`src/rtl/cpu_run_pkg.sv`:
```
// rtl/cpu_run_pkg.sv - shared state encoding and width helper for the run controller
// Ports: none (package).
package cpu_run_pkg;

  typedef enum logic [1:0] {
    ST_HOLD = 2'd0,
    ST_RUN  = 2'd1,
    ST_DUMP = 2'd2,
    ST_DONE = 2'd3
  } run_state_t;

  // Bits needed to hold the values 0..n-1, never less than one bit.
  function automatic int width_for(input int n);
    return (n <= 2) ? 1 : $clog2(n);
  endfunction

endpackage

```
`src/rtl/cpu_run_controller_if.sv`:
```
// rtl/cpu_run_controller_if.sv - register-file debug port plus dump stream
// Ports (signals): dbg_addr/dbg_rdata (debug read), dump_valid/dump_ready/dump_idx/dump_data (stream).
// master = controller side, slave = CPU register file / dump consumer side.
interface cpu_run_controller_if #(
  parameter int IDX_W  = 5,
  parameter int DATA_W = 32
);

  logic [IDX_W-1:0]  dbg_addr;
  logic [DATA_W-1:0] dbg_rdata;
  logic              dump_valid;
  logic              dump_ready;
  logic [IDX_W-1:0]  dump_idx;
  logic [DATA_W-1:0] dump_data;

  modport master (
    output dbg_addr,
    input  dbg_rdata,
    output dump_valid,
    input  dump_ready,
    output dump_idx,
    output dump_data
  );

  modport slave (
    input  dbg_addr,
    output dbg_rdata,
    input  dump_valid,
    output dump_ready,
    input  dump_idx,
    input  dump_data
  );

endinterface

```
`src/rtl/dump_streamer.sv`:
```
// rtl/dump_streamer.sv - walks the register file and streams it out as valid/ready beats
// Ports: clk, reset (sync, active-high), active (controller is in DUMP),
//   bus (master: dbg_addr/dbg_rdata, dump_*), load (a beat is captured this cycle),
//   ptr (register currently addressed), last_accept (final beat accepted this cycle).
module dump_streamer
  import cpu_run_pkg::*;
#(
  parameter int NUM_REGS = 32,
  parameter int IDX_W    = 5
) (
  input  logic             clk,
  input  logic             reset,
  input  logic             active,
  cpu_run_controller_if.master bus,
  output logic             load,
  output logic [IDX_W-1:0] ptr,
  output logic             last_accept
);

  // Set once the last register has been captured; from then on the slice only drains.
  logic all_loaded;

  always_comb begin
    load        = active && !all_loaded && (!bus.dump_valid || bus.dump_ready);
    last_accept = active && all_loaded && bus.dump_valid && bus.dump_ready;
  end

  assign bus.dbg_addr = ptr;

  always_ff @(posedge clk) begin
    if (reset) begin
      ptr            <= '0;
      all_loaded     <= 1'b0;
      bus.dump_valid <= 1'b0;
      bus.dump_idx   <= '0;
      bus.dump_data  <= '0;
    end else if (load) begin
      bus.dump_data  <= bus.dbg_rdata;
      bus.dump_idx   <= ptr;
      bus.dump_valid <= 1'b1;
      ptr            <= ptr + IDX_W'(1);
      if (ptr == IDX_W'(NUM_REGS - 1)) begin
        all_loaded <= 1'b1;
      end
    end else if (last_accept) begin
      bus.dump_valid <= 1'b0;
    end
  end

endmodule

```
`src/rtl/cpu_run_controller.sv`:
```
// rtl/cpu_run_controller.sv - hold/run/dump/done sequencer wrapped around a CPU core
// Ports: clk, reset (sync, active-high), cpu_reset (to core), cpu_halt (from core),
//   bus (master: register-file debug port and dump stream), cycles (RUN cycle count),
//   done, timed_out, pass (status, sticky until reset).
module cpu_run_controller
  import cpu_run_pkg::*;
#(
  parameter int              RESET_CYCLES   = 3,
  parameter int              TIMEOUT_CYCLES = 10000,
  parameter int              NUM_REGS       = 32,
  parameter int              DATA_W         = 32,
  parameter int              CHECK_REG      = 2,
  parameter logic [DATA_W-1:0] CHECK_VALUE  = '0,
  localparam int             CNT_W          = width_for(TIMEOUT_CYCLES + 1),
  localparam int             IDX_W          = width_for(NUM_REGS)
) (
  input  logic             clk,
  input  logic             reset,
  output logic             cpu_reset,
  input  logic             cpu_halt,
  cpu_run_controller_if.master bus,
  output logic [CNT_W-1:0] cycles,
  output logic             done,
  output logic             timed_out,
  output logic             pass
);

  localparam int HOLD_W = width_for(RESET_CYCLES);

  run_state_t        state, state_nx;
  logic [HOLD_W-1:0] hold_cnt;
  logic              hold_last;
  logic              budget_hit;
  logic              chk_ok;
  logic              load;
  logic [IDX_W-1:0]  ptr;
  logic              last_accept;

  dump_streamer #(
    .NUM_REGS (NUM_REGS),
    .IDX_W    (IDX_W)
  ) u_streamer (
    .clk         (clk),
    .reset       (reset),
    .active      (state == ST_DUMP),
    .bus         (bus),
    .load        (load),
    .ptr         (ptr),
    .last_accept (last_accept)
  );

  always_ff @(posedge clk) begin
    if (reset) begin
      state <= ST_HOLD;
    end else begin
      state <= state_nx;
    end
  end

  always_comb begin
    hold_last  = (hold_cnt == HOLD_W'(RESET_CYCLES - 1));
    budget_hit = (cycles == CNT_W'(TIMEOUT_CYCLES - 1));
    state_nx   = state;
    case (state)
      ST_HOLD: if (hold_last) state_nx = ST_RUN;
      ST_RUN:  if (cpu_halt || budget_hit) state_nx = ST_DUMP;
      ST_DUMP: if (last_accept) state_nx = ST_DONE;
      default: state_nx = ST_DONE;
    endcase
  end

  always_ff @(posedge clk) begin
    if (reset) begin
      hold_cnt  <= '0;
      cpu_reset <= 1'b1;
      cycles    <= '0;
      timed_out <= 1'b0;
      chk_ok    <= 1'b0;
      done      <= 1'b0;
      pass      <= 1'b0;
    end else begin
      case (state)
        ST_HOLD: begin
          if (hold_last) cpu_reset <= 1'b0;
          else           hold_cnt  <= hold_cnt + HOLD_W'(1);
        end
        ST_RUN: begin
          // Halt takes priority over budget expiry; the count only advances
          // while the run continues, so it tops out at TIMEOUT_CYCLES-1.
          if (cpu_halt) begin
            cpu_reset <= 1'b1;
            timed_out <= 1'b0;
          end else if (budget_hit) begin
            cpu_reset <= 1'b1;
            timed_out <= 1'b1;
          end else begin
            cycles <= cycles + CNT_W'(1);
          end
        end
        ST_DUMP: begin
          if (load && (ptr == IDX_W'(CHECK_REG))) begin
            chk_ok <= (bus.dbg_rdata == CHECK_VALUE);
          end
          if (last_accept) begin
            done <= 1'b1;
            pass <= !timed_out && chk_ok;
          end
        end
        default: ;
      endcase
    end
  end

endmodule
```
`src/flat_wrapper.sv`:
```
// flat-port wrapper written by rule: the top's interface ports become plain ports
module cpu_run_controller_flat import cpu_run_pkg::*;
#(
  parameter int              RESET_CYCLES   = 3,
  parameter int              TIMEOUT_CYCLES = 10000,
  parameter int              NUM_REGS       = 32,
  parameter int              DATA_W         = 32,
  parameter int              CHECK_REG      = 2,
  parameter logic [DATA_W-1:0] CHECK_VALUE  = '0,
  localparam int             CNT_W          = width_for(TIMEOUT_CYCLES + 1),
  localparam int             IDX_W          = width_for(NUM_REGS)
)
  (clk, reset, cpu_reset, cpu_halt, cycles, done, timed_out, pass, bus_dbg_addr, bus_dbg_rdata, bus_dump_valid, bus_dump_ready, bus_dump_idx, bus_dump_data);
  cpu_run_controller_if #(.DATA_W(DATA_W)) bus_i ();
  input  logic clk;
  input  logic reset;
  output logic cpu_reset;
  input  logic cpu_halt;
  output logic [CNT_W-1:0] cycles;
  output logic done;
  output logic timed_out;
  output logic pass;
  output wire logic [$bits(bus_i.dbg_addr)-1:0] bus_dbg_addr;
  input wire logic [$bits(bus_i.dbg_rdata)-1:0] bus_dbg_rdata;
  output wire logic [$bits(bus_i.dump_valid)-1:0] bus_dump_valid;
  input wire logic [$bits(bus_i.dump_ready)-1:0] bus_dump_ready;
  output wire logic [$bits(bus_i.dump_idx)-1:0] bus_dump_idx;
  output wire logic [$bits(bus_i.dump_data)-1:0] bus_dump_data;
  assign bus_dbg_addr = bus_i.dbg_addr;
  assign bus_i.dbg_rdata = bus_dbg_rdata;
  assign bus_dump_valid = bus_i.dump_valid;
  assign bus_i.dump_ready = bus_dump_ready;
  assign bus_dump_idx = bus_i.dump_idx;
  assign bus_dump_data = bus_i.dump_data;
  cpu_run_controller #(.RESET_CYCLES(RESET_CYCLES), .TIMEOUT_CYCLES(TIMEOUT_CYCLES), .NUM_REGS(NUM_REGS), .DATA_W(DATA_W), .CHECK_REG(CHECK_REG), .CHECK_VALUE(CHECK_VALUE)) u_core (.clk(clk), .reset(reset), .cpu_reset(cpu_reset), .cpu_halt(cpu_halt), .bus(bus_i), .cycles(cycles), .done(done), .timed_out(timed_out), .pass(pass));
endmodule
```
`config.mk`:
```
export PLATFORM = sky130hd
export DESIGN_NAME = cpu_run_controller_flat
export DESIGN_NICKNAME = d
export VERILOG_FILES = /design/src/rtl/cpu_run_pkg.sv /design/src/rtl/cpu_run_controller_if.sv /design/src/rtl/dump_streamer.sv /design/src/rtl/cpu_run_controller.sv /design/src/flat_wrapper.sv
export SDC_FILE = /design/constraint.sdc
export NUM_CORES = 1
export LEC_CHECK = 0
export ABC_AREA = 1
export BUFFER_PORTS_ARGS = -buffer_cell sky130_fd_sc_hd__buf_4
export CAP_MARGIN = 20
export CORE_UTILIZATION = 38
export CTS_BUF_LIST = sky130_fd_sc_hd__clkbuf_8
export CTS_CLUSTER_DIAMETER = 50
export DETAILED_ROUTE_END_ITERATION = 10
export PLACE_DENSITY_LB_ADDON = 0.05
export SLEW_MARGIN = 5
export SYNTH_ARGS = -nofsm -noshare
export SYNTH_HDL_FRONTEND = slang
export SYNTH_SLANG_ARGS = --single-unit
```
`constraint.sdc`:
```
create_clock -name clk -period 4.1 [get_ports clk]
set_clock_uncertainty 0.1 [all_clocks]
set_input_delay 0.41 -clock clk [delete_from_list [all_inputs] [get_ports clk]]
set_output_delay 0.41 -clock clk [all_outputs]
set_load 0.005 [all_outputs]
```
==> run metrics, run 1 <==
TritonCTS clock tree=built; crit-path max FO=46; Clk Latency, worst-skew pair=0.34 ns; syn_area_per_cell=7.37 um2; vias per std cell=4.63; Cell variety after synth=30; total gr overflow=0; cell count after synthesis=409; Hold Vio Cnt, Final=0; Peak supply drop=0.223 mV; RSZ-0062 raised after global routing=false; maxcap violations=0; first-pass GRT wire length=12000 um; vias=2810; CP Data Required Time=4.22 ns; post-cts sizing count=0; Hold WS=0.219 ns; Max Freq=380 MHz; final worst-path cycle share=64.3%; ys flop type=dfxtp_1; GRT Total Usage=18.1%; register area share after synthesis=44.5%; hold crit path type=input port to flip-flop; Post-synth EDFFs=0; drt wl/cell=11.7 um; Yosys top cell by area=dfxtp_1; Final Power=2140 uW; Cell Rows=32; Die X=91.1 um; Detail Placement HPWL=5110 um; YS warnings=0; reg2reg path depth=6; antenna diode instance count=0; antenna violations before repair=0; final slew viol count=0; die height=91.1 um; critical path type=flip-flop to flip-flop; # hold bufs at CTS=0; Mapped Nets=450; First DRT Iteration DRCs=72; count leader, synth=nor2_1; die area=8290 um2; synth top area cells=dfxtp_1 44%, nor2_1 8.7%, nand2_1 7.7%, o21ai_0 7.1%, inv_1 5.9%; PwrDens=534 nW/um2; Routed WL=7110 um; Post-route DRC=0; CTS Buf Count=9; flop and latch count out of synthesis=67; root buf cell=clkbuf_8; Critical Path Source Type=flip-flop; Syn-to-layout area delta=33.1%; P_leak=0.00178 uW; TNS Setup=0 ns; Initial Utilization=39.2%; Critical Path AT=2.75 ns; worst-margin pin slew=0.710 ns; vias in the first global route=2622; clk sink count=67; PortBufs=96; worst hold path depth=3; Top Ports=97; status=completed; Antenna Violating Nets Remaining=0; Post-synth ARST share=0%; CTS H-tree lvls=3; layout cells sized above 1=28.1%; largest net degree at the start of global routing=47; CTS clk-pin slew, worst paths=0.08 ns; fin crit period=2.63 ns; Syn Std Cell Area=3010 um2; final net count=541; fillers=808; post-CTS setup buffer count=0; post-synth top area share=44.5%; Critical Path Sink Type=flip-flop; Final GP Congestion=0.848; clk buf depth=2; Slew headroom=52.5%; router iterations before antenna repair=4; synth cell count leaders=70 x nor2_1, 67 x dfxtp_1, 62 x nand2_1; Setup Viol. Count Final=0; total core area=7690 um2
[cell families (layout without fill, tap and decap cells)]
group | count (synthesis) | after routing | synth area share, %
simple gates | 176 | 176 | 26.1
flops | 67 | 67 | 44.5
fa+ha+maj | 5 | 5 | 2.08
compound gates | 87 | 87 | 15.6
buf+inv | 67 | 163 | 9.67
xor+xnor | 7 | 7 | 2.03
[power by group]
| part | total, uW | switching, uW | internal (uW) | leakage, uW |
|---|---|---|---|---|
| registers | 894 | 93.5 | 800 | 0.000545 |
| logic | 591 | 305 | 286 | 0.00112 |
| clock network | 658 | 255 | 403 | 0.000119 |
| total | 2140 | 654 | 1490 | 0.00178 |
[per-layer routing]
layer | up-vias | track usage [%] | part of all wire [%]
met1 | 1240 | 21.4 | 45
met3 | 18 | 4.02 | 4.5
met5 | - | 0 | 0
li1 | 1485 | - | -
met2 | 67 | 30.1 | 48
met4 | 0 | 10.2 | 2.9
[flip-flops by register name, summed over array words and instances, names as in the netlist]
name and flops:
u_core.u_streamer.bus.dump_data 32, u_core.timed_out 1, u_core.cpu_reset 1, u_core.chk_ok 1, u_core.hold_cnt 2, u_core.pass 1, u_core.u_streamer.all_loaded 1, u_core.u_streamer.bus.dump_idx 5
u_core.state 2, u_core.cycles 14, u_core.done 1, u_core.u_streamer.bus.dbg_addr 5, u_core.u_streamer.bus.dump_valid 1
[final cells by class]
type | count | area (um2) | share of cell area, %
Clock buffer | 9 | 124 | 3.09
Clock inverter | 7 | 116 | 2.90
Inverter | 49 | 186 | 4.65
Multi-Input combinational cell | 275 | 1380 | 34.4
Sequential cell | 67 | 1340 | 33.4
Tap cell | 102 | 128 | 3.18
Timing Repair Buffer | 98 | 736 | 18.3
[worst paths after layout]
check                           slack [ns]                              from                             endpoint
worst min-delay path                  0.22                 bus_dbg_rdata[11]  u_core.u_streamer.bus.dump_data[11]
worst max register to register        1.47  u_core.u_streamer.bus.dump_valid   u_core.u_streamer.bus.dump_data[3]
worst max-delay path                  1.47  u_core.u_streamer.bus.dump_valid   u_core.u_streamer.bus.dump_data[3]
worst min register to register        0.35                       u_core.done                          u_core.done
[critical path, stage by stage, from the launching register on]
cell and delay, ns:
dfxtp_1 0.39, nand2_1 0.07, nand3_1 0.54, clkinv_1 0.67, buf_4 0.46, o21ai_0 0.21, a21oi_1 0.06
[cells in the final DEF, fill, tap and decap left out]
| cell | instances |
|---|---|
| a211oi_1 | 1 |
| clkbuf_8 | 9 |
| a21oi_2 | 9 |
| a21oi_1 | 34 |
| clkinv_1 | 1 |
| inv_1 | 46 |
| nand2_4 | 1 |
| nand3_2 | 1 |
| o21ai_0 | 43 |
| buf_4 | 98 |
| xnor2_1 | 4 |
| and2_1 | 1 |
| ha_1 | 5 |
| xor2_1 | 3 |
| clkinv_2 | 2 |
| nand3_1 | 11 |
| nor3_2 | 1 |
| nor3_1 | 3 |
| clkinv_4 | 1 |
| bufinv_16 | 3 |
| nor2_2 | 3 |
| inv_4 | 1 |
| inv_2 | 1 |
| nor2_4 | 1 |
| nand2_2 | 9 |
| nand4_1 | 11 |
| nand2_1 | 62 |
| nand3b_1 | 1 |
| dfxtp_1 | 67 |
| nor2_1 | 70 |
| nand2_8 | 1 |
| clkinvlp_4 | 1 |
[stage by stage]
stage	cell area, um2	setup WS (ns)	util (%)	std cells
3_5_place_dp	3770	1.30	49.1	591
3_3_place_gp	3770	1.39	49.1	591
4_1_cts	4010	1.45	52.2	607
5_1_grt	4010	1.18	52.2	607
6_report	4010	1.47	52.2	607
2_1_floorplan	3010	2.48	-	409
No activity file was read; power rests on OpenSTA's default activity.
==> inputs of run 2 (changes only) <==
Clock period 4.1 ns to 2.45 ns, I/O delays scaled along.
==> run 2 against run 1 <==
Against the previous run: critical path depth up 3; final area down 0.47%; first-iteration DRC count up 94%; global-route usage up 0.22 points; routed wire length up 3.0%; die area unchanged; via count up 1.6%; sequential power up 67%; critical endpoint is now u_core.cycles[0]; highest routed layer unchanged.
==> run metrics, run 2 (synthesized netlist as in run 1, its figures left out) <==
die height=91.1 um (unchanged); die area=8290 um2 (unchanged); Post-route DRC=0 (unchanged); clk sink count=67 (unchanged); Die X=91.1 um (unchanged); PwrDens=852 nW/um2 (was 534 nW/um2); PortBufs=96 (unchanged); Max Freq=561 MHz (was 380 MHz); total gr overflow=0 (unchanged); fillers=780 (was 808); P_leak=0.00178 uW (about the same); CTS Buf Count=9 (unchanged); root buf cell=clkbuf_8 (unchanged); Slew headroom=63.9% (was 52.5%); RSZ-0062 raised after global routing=false (unchanged); Cell Rows=32 (unchanged); R2R setup slack=0.67 ns (was 1.47 ns); post-CTS setup buffer count=0 (unchanged); TritonCTS clock tree=built (unchanged); first-pass GRT wire length=12200 um (was 12000 um); router iterations before antenna repair=4 (unchanged); Final GP Congestion=0.784 (was 0.848); Clk Latency, worst-skew pair=0.33 ns (was 0.34 ns); largest net degree at the start of global routing=49 (was 47); final slew viol count=0 (unchanged); CTS clk-pin slew, worst paths=0.08 ns (about the same); Top Ports=97 (unchanged); # hold bufs at CTS=0 (unchanged); biggest regs=u_core.u_streamer.bus.dump_data: 32 flops, u_core.cycles: 14 flops (unchanged); final cell count without fillers=609 (was 607); crit-path max FO=16 (was 46); CP Data Required Time=2.62 ns (was 4.22 ns); worst path cell trace=ha_1, nand3_2, nor2_4, nand2_4, nand2_8, inv_4, nand2_1, nand2_1, nor2_1 (was nand2_1, nand3_1, clkinv_1, buf_4, o21ai_0, a21oi_1); final net count=543 (was 541); maxcap violations=0 (unchanged); max FFs per register=32 (unchanged); multi-input logic area=1380 um2 (unchanged); drt wl/cell=12.0 um (was 11.7 um); vias in the first global route=2679 (was 2622); worst-margin pin slew=0.541 ns (was 0.710 ns); Register Area=1340 um2 (unchanged); TNS Setup=0 ns (unchanged); post-cts sizing count=0 (unchanged); vias per std cell=4.69 (was 4.63); placed cells=593 (was 591); GRT Total Usage=18.3% (was 18.1%); final worst-path cycle share=72.8% (was 64.3%); Initial Utilization=39.2% (unchanged); antenna violations before repair=0 (unchanged); Critical Path Sink Type=flip-flop (unchanged); Critical Path Source Type=flip-flop (unchanged); commonest cells after routing, fill and taps aside=99 x buf_4, 70 x nor2_1, 67 x dfxtp_1, 62 x nand2_1, 47 x inv_1 (was 98 x buf_4, 70 x nor2_1, 67 x dfxtp_1, 62 x nand2_1, 46 x inv_1); layout cells sized above 1=28.2% (was 28.1%); status=completed (unchanged); Routed WL=7330 um (was 7110 um); Setup Viol. Count Final=0 (unchanged); Detail Placement HPWL=5220 um (was 5110 um); First DRT Iteration DRCs=140 (was 72); Hold Vio Cnt, Final=0 (unchanged); clk buf depth=2 (unchanged); Peak supply drop=0.374 mV (was 0.223 mV); Critical Path AT=1.96 ns (was 2.75 ns); Antenna Violating Nets Remaining=0 (unchanged); hold crit path type=input port to flip-flop (unchanged); fin crit period=1.78 ns (was 2.63 ns); CP max-delay cell=dfxtp_1 (was clkinv_1); Max stage delay on crit path=0.43 ns (was 0.67 ns); antenna diode instance count=0 (unchanged); Syn-to-layout area delta=32.5% (was 33.1%); most common cell after layout, fill and taps aside=buf_4 (unchanged); critical path type=flip-flop to flip-flop (unchanged); CTS H-tree lvls=3 (unchanged); Largest Register=u_core.u_streamer.bus.dump_data (unchanged); total core area=7690 um2 (unchanged); vias=2854 (was 2810); most frequent CP cell=nand2_1
==> run 2: final cells by class <==
type	instances	area share, %
Multi-Input combinational cell	275	34.6
Inverter	49	4.67
Clock inverter	6	1.41
Sequential cell	67	33.6
Clock buffer	10	3.45
Timing Repair Buffer	100	19.1
Tap cell	102	3.20
==> run 2: metrics by stage <==
stage	setup WS, ns	hold WS (ns)	total power [uW]	utilization [%]	instance area, um2
global placement	0.772	0.347	2530	49.4	3800
global route	0.506	0.0616	3650	52.0	3990
floorplan	0.826	0.293	2060	-	3010
detailed placement	0.664	0.340	2540	49.4	3800
finish	0.667	0.0628	3400	52.0	3990
CTS	0.652	0.0512	3450	52.0	3990
==> run 2: power breakdown <==
part	total [uW]	switching, uW	internal, uW
Combinational	1010	520	494
Sequential	1490	151	1340
Clock	899	410	489
==> run 2: worst paths after layout <==
| check | start | to | cells past startpoint |
|---|---|---|---|
| min reg2reg | u_core.cpu_reset | u_core.cpu_reset | 2 |
| max reg2reg | u_core.cycles[0] | u_core.cycles[0] | 9 |
| min | bus_dbg_rdata[2] | u_core.u_streamer.bus.dump_data[2] | 3 |
| max | u_core.cycles[0] | u_core.cycles[0] | 9 |
==> run 2: worst max-delay path, delay by kind of cell, from the launching register on <==
kind | cells | cell delay [ns]
adders and majority gates | 1 | 0.30
buffers and inverters | 1 | 0.11
DFF | 1 | 0.43
and+or+nand+nor | 7 | 0.79
==> run 2: layer usage <==
layer / up-vias / track usage (%) / share of wire (%) / routed length [um]
met2: 74 / 31.2 / 48 / 3550
met3: 11 / 4.52 / 5.8 / 424
met4: 0 / 7.41 / 1.7 / 121
met1: 1278 / 21.9 / 44 / 3230
li1: 1491 / - / - / -
met5: - / 0 / 0 / 0
